### config.mk
export PLATFORM = sky130hd
export DESIGN_NAME = hazard_ctrl
export DESIGN_NICKNAME = d
export VERILOG_FILES = /design/src/rtl/hazard_ctrl.sv
export SDC_FILE = /design/constraint.sdc
export NUM_CORES = 1
export LEC_CHECK = 0
export CELL_PAD_IN_SITES_DETAIL_PLACEMENT = 1
export CELL_PAD_IN_SITES_GLOBAL_PLACEMENT = 1
export CORE_ASPECT_RATIO = 0.6
export CORE_MARGIN = 2
export CORE_UTILIZATION = 31
export CTS_BUF_LIST = sky130_fd_sc_hd__clkbuf_4 sky130_fd_sc_hd__clkbuf_8
export DETAILED_ROUTE_END_ITERATION = 16
export GPL_TIMING_DRIVEN = 0
export PLACE_DENSITY_LB_ADDON = 0.1
export SYNTH_ARGS = -nofsm -noshare
export SYNTH_HDL_FRONTEND = slang
export SYNTH_SLANG_ARGS = --single-unit
### constraint.sdc
create_clock -name clk -period 2.6 [get_ports clk]
set_input_delay 0.26 -clock clk [delete_from_list [all_inputs] [get_ports clk]]
set_output_delay 0.26 -clock clk [all_outputs]
set_load 0.02 [all_outputs]
### src/rtl/hazard_ctrl.sv
// hazard_ctrl: pipeline stall/flush sequencer.
// Handles load-use, multi-cycle mul/div, data-bus freeze and wrong-path fetch squash.
// All outputs are combinational from the inputs and the two small FSMs.
module hazard_ctrl #(
    parameter int unsigned REG_W      = 5,
    parameter int unsigned MULDIV_LAT = 64
) (
    input  logic             clk,
    input  logic             reset,
    input  logic             ibus_busy,
    input  logic             ibus_resp,
    input  logic             dbus_busy,
    input  logic             ex_redirect,
    input  logic             ex_is_load,
    input  logic [REG_W-1:0] ex_rd,
    input  logic [REG_W-1:0] id_rs1,
    input  logic [REG_W-1:0] id_rs2,
    input  logic             md_start,
    output logic             pc_stall,
    output logic             stallF,
    output logic             flushF,
    output logic             stallD,
    output logic             flushD,
    output logic             stallE,
    output logic             flushE,
    output logic             flushM,
    output logic             fetch_drop,
    output logic             md_done
);

    localparam int unsigned CNT_W = $clog2(MULDIV_LAT);
    localparam logic [CNT_W-1:0] CNT_INIT = CNT_W'(MULDIV_LAT - 1);

    typedef enum logic {F_RUN, F_DROP} fetch_state_e;
    typedef enum logic {MD_IDLE, MD_BUSY} md_state_e;

    fetch_state_e     fetch_q, fetch_d;
    md_state_e        md_q, md_d;
    logic [CNT_W-1:0] cnt_q, cnt_d;

    logic md_busy;
    logic md_done_c;
    logic md_hold;
    logic load_use;
    logic fetch_wait;
    logic redirect_eff;

    // Hazard terms shared by the FSMs and the stall/flush decode
    always_comb begin
        md_busy      = (md_q == MD_BUSY);
        md_done_c    = md_busy && (cnt_q == '0) && !dbus_busy;
        md_hold      = md_busy && !md_done_c;
        load_use     = ex_is_load && (ex_rd != '0) &&
                       ((ex_rd == id_rs1) || (ex_rd == id_rs2));
        fetch_wait   = (ibus_busy && !ibus_resp) || (fetch_q == F_DROP);
        // A redirect frozen behind dbus or mul/div is taken once the freeze lifts
        redirect_eff = ex_redirect && !dbus_busy && !md_hold;
    end

    // State registers for fetch FSM, mul/div FSM and latency counter
    always_ff @(posedge clk or posedge reset) begin
        if (reset) begin
            fetch_q <= F_RUN;
            md_q    <= MD_IDLE;
            cnt_q   <= '0;
        end else begin
            fetch_q <= fetch_d;
            md_q    <= md_d;
            cnt_q   <= cnt_d;
        end
    end

    // Next-state logic for both FSMs and the saturating down-counter
    always_comb begin
        fetch_d = fetch_q;
        md_d    = md_q;
        cnt_d   = cnt_q;

        unique case (fetch_q)
            F_RUN: begin
                if (redirect_eff && ibus_busy && !ibus_resp) begin
                    fetch_d = F_DROP;
                end
            end
            F_DROP: begin
                if (ibus_resp) begin
                    fetch_d = F_RUN;
                end
            end
            default: fetch_d = F_RUN;
        endcase

        unique case (md_q)
            MD_IDLE: begin
                if (md_start) begin
                    md_d  = MD_BUSY;
                    cnt_d = CNT_INIT;
                end
            end
            MD_BUSY: begin
                if (cnt_q != '0) begin
                    cnt_d = cnt_q - CNT_W'(1);
                end
                if (md_done_c) begin
                    md_d = MD_IDLE;
                end
            end
            default: md_d = MD_IDLE;
        endcase
    end

    // Prioritised stall/flush decode; reset forces every output low
    always_comb begin
        pc_stall   = 1'b0;
        stallF     = 1'b0;
        flushF     = 1'b0;
        stallD     = 1'b0;
        flushD     = 1'b0;
        stallE     = 1'b0;
        flushE     = 1'b0;
        flushM     = 1'b0;
        fetch_drop = 1'b0;
        md_done    = 1'b0;

        if (!reset) begin
            if (dbus_busy) begin
                pc_stall = 1'b1;
                stallF   = 1'b1;
                stallD   = 1'b1;
                stallE   = 1'b1;
                flushM   = 1'b1;
            end else if (md_hold) begin
                pc_stall = 1'b1;
                stallF   = 1'b1;
                stallD   = 1'b1;
                flushE   = 1'b1;
            end else if (redirect_eff) begin
                flushF   = 1'b1;
                flushD   = 1'b1;
            end else if (load_use) begin
                pc_stall = 1'b1;
                stallF   = 1'b1;
                flushD   = 1'b1;
            end else if (fetch_wait) begin
                pc_stall = 1'b1;
                flushF   = 1'b1;
            end

            // Flush outranks stall on the same pipeline register
            stallF = stallF && !flushF;
            stallD = stallD && !flushD;
            stallE = stallE && !flushE;

            fetch_drop = (fetch_q == F_DROP) ||
                         (redirect_eff && ibus_resp);
            md_done    = md_done_c;
        end
    end

endmodule

==> flow_summary.json <==
{
  "power_density_nw_per_um2": 572,
  "final_max_slew_viol_count": 0,
  "syn_to_final_growth_pct": 56.6,
  "p_total_mw": 0.610,
  "crit_arrival_ns": 2.23,
  "cts_tree": "done",
  "hold_viol": 0,
  "syn-num-nets": 107,
  "timing.slew.headroom_pct": 71.5,
  "grt_setup_unrepaired": "false",
  "crit_type": "input port to output port",
  "fin_ws_ns": 0.109,
  "yosys.area_share.simple_pct": 23.9,
  "synth.top_cell.area_share_pct": 29.4,
  "initialDrtViolationCount": 26,
  "cts_inserted_buffers": 3,
  "p_leak_nw": 0.468,
  "dp_slack_ns": -0.172,
  "crit_chain": "clkdlybuf4s50_1 -> xor2_1 -> nor3_1 -> a22oi_1 -> or4_1 -> o21ai_0 -> dlygate4sd2_1",
  "placed_cells": 144,
  "hold_slack_ns": 0.460,
  "num_vias": 723,
  "grt_max_degree": 12,
  "die-area_sq_um": 2600,
  "fin_tns_setup_ns": 0,
  "ios": 33,
  "cap_violations": 0,
  "synth_top_area_cell": "dfrtp_1",
  "fill_cells": 273,
  "fmax_mhz": 401,
  "synth_area_sq_um": 681,
  "drive_gt1_share_pct": 8.55,
  "wirelength_microns": 2130,
  "fin_skew_ns": 0.0107,
  "gr-usage-all-layers_pct": 18.4,
  "die_h_microns": 40.3,
  "firstDrtPassIters": 4,
  "vias_per_cell": 4.92,
  "cts.path.max_buffers": 2,
  "r2r_slack_ns": 0.91,
  "cp-end-kind": "output port",
  "seq_area_frac_synth_pct": 29.4,
  "finalCritPeriodShare_pct": 95.8,
  "drt-wirelength-per-cell_microns": 14.5,
  "synth.area.mux_share_pct": 1.65,
  "drcViolationCount": 0,
  "ys_seq_elements": 8,
  "syn_area_per_cell_sq_um": 8.30,
  "setup_viol": 0,
  "core-area_sq_um": 2110,
  "post_cts_buffers": 0,
  "gp_congestion": 0.705,
  "dp_hpwl_microns": 1790,
  "synthAdderAreaFrac_pct": 3.68,
  "status": "finished clean",
  "worst_slew_pin_slew_ns": 0.426,
  "slowest_stage": "or4_1",
  "path_clk_slew_ns": 0.07,
  "cts.sinks": 8,
  "post-route-min-period_ns": 2.49,
  "yosys_warnings": 0,
  "slowest_delay_ns": 0.52,
  "overflow": 0,
  "grt_pass1_wl_microns": 3280,
  "port_buffers": 32,
  "synthXorXnorAreaFrac_pct": 12.9,
  "grt_pass1_vias": 711,
  "netlist_instances": 82,
  "antenna_cells": 0,
  "stdcell_count": 147,
  "root_buffer": "clkbuf_4",
  "netlist-cell-type-count": 35,
  "rows": 13,
  "die_x_microns": 64.5,
  "cp-start-kind": "input port",
  "timing.rr.start": "cnt_q[0]",
  "ant_nets": 0,
  "synth_compound_area_share_pct": 23.0,
  "register_area_sq_um": 200,
  "cp_max_fo": 3,
  "r2r_cells": 6,
  "hp-class": "input port to async pin",
  "cp.required_ns": 2.34,
  "synth_top_family_by_area": "simple AND/OR/NAND/NOR gates",
  "antenna_found_initial": 0,
  "clk_latency_ns": 0.27,
  "irDropWorstVdd_mv": 0.348,
  "layout.nets": 144,
  "htreeDepth": 1,
  "reg2reg_to": "cnt_q[3]",
  "yosys-top-cells-area": "dfrtp_1, xor2_1, nor2_1",
  "initial_utilization_pct": 32.2,
  "multi_input_area_sq_um": 450
}
-- worst max-delay path, delay by kind of cell --
family | cells | cell delay (ns)
simple gates | 2 | 0.71
buf+inv | 2 | 0.85
compound gates | 2 | 0.22
xor+xnor | 1 | 0.20
-- power breakdown --
part           internal, mW  switching [mW]  leakage, nW
combinational         0.143           0.144        0.363
clock                0.0534          0.0529       0.0138
sequential            0.174          0.0426       0.0910
-- per-layer routing --
| metal | up-vias | global-route usage (%) | wire length, microns |
|---|---|---|---|
| met4 | 0 | 6.38 | 12 |
| met3 | 2 | 5.90 | 130 |
| met1 | 335 | 22.3 | 1020 |
| met5 | - | 0 | 0 |
| met2 | 23 | 32.3 | 972 |
| li1 | 363 | - | - |
-- cell usage after synthesis, drive strengths merged --
| library cell | n |
|---|---|
| a21boi | 1 |
| a21oi | 5 |
| a22oi | 1 |
| a311o | 1 |
| a31o | 1 |
| a31oi | 4 |
| a41oi | 1 |
| and2 | 1 |
| and3 | 1 |
| buf | 1 |
| clkbuf | 1 |
| dfrtp | 8 |
| ha | 2 |
| inv | 7 |
| mux2 | 1 |
| nand2 | 1 |
| nand3 | 2 |
| nand3b | 1 |
| nand4 | 1 |
| nor2 | 13 |
| nor2b | 4 |
| nor3 | 3 |
| o211a | 1 |
| o211ai | 1 |
| o21a | 2 |
| o21ai | 2 |
| o311ai | 1 |
| o31a | 1 |
| or3 | 1 |
| or4 | 2 |
| xor2 | 10 |
-- cells in the final DEF (no fill, tap or decap), types with 2 or more instances in the layout --
| master | n |
|---|---|
| nor3_1 | 2 |
| xor2_1 | 10 |
| nor2b_1 | 4 |
| a31oi_1 | 4 |
| ha_1 | 2 |
| dfrtp_1 | 8 |
| dlygate4sd2_1 | 4 |
| or4_1 | 2 |
| o21ai_0 | 2 |
| clkbuf_4 | 3 |
| inv_1 | 7 |
| a21oi_1 | 4 |
| clkdlybuf4s50_1 | 27 |
| o21a_1 | 2 |
| nor2_1 | 12 |
-- layout make-up --
class / count / share of cell area [%]
repair buffers: 32 / 29.8
multi-input cells: 65 / 42.3
flip-flops and latches: 8 / 18.8
inverters: 7 / 2.46
well taps: 30 / 3.52
clock buffers: 3 / 2.11
plain buffers: 2 / 1.06
-- through the flow --
stage | instance area (sq um) | utilization, %
after floorplan | 681 | -
after global placement | 1040 | 49.1
after detailed placement | 1040 | 49.1
after CTS | 1060 | 50.3
after global routing | 1070 | 50.4
final | 1070 | 50.4
-- how the worst max path moves through the flow --
stage             start         end  slack, ns  depth (start not counted)
4_1_cts        cnt_q[0]  fetch_drop       0.06                          7
3_3_place_gp   ex_rd[3]      stallF      -0.12                          7
6_report       ex_rd[2]      stallF       0.11                          7
3_5_place_dp   ex_rd[2]      stallF      -0.17                          7
5_1_grt        ex_rd[2]      stallF       0.01                          7
2_1_floorplan  cnt_q[0]      flushF       0.81                          6
-- kinds of logic after synthesis --
logic type / count (synthesis)
multiplexers: 1
XOR/XNOR: 10
flip-flops: 8
buffers and inverters: 9
adder cells (fa/ha/maj): 2
AO/OA/AOI/OAI: 22
AND/OR/NAND/NOR: 30
-- registers in the layout (all words and copies together), names as in the netlist --
register  count
cnt_q         6
md_busy       1
fetch_q       1
-- timing repair --
| item | in CTS | in global routing |
|---|---|---|
| gates resized for setup | 5 | 1 |
| setup endpoints to repair | 4 | 1 |
| hold buffers | 0 | 0 |
No activity file was read; power rests on OpenSTA's default activity.
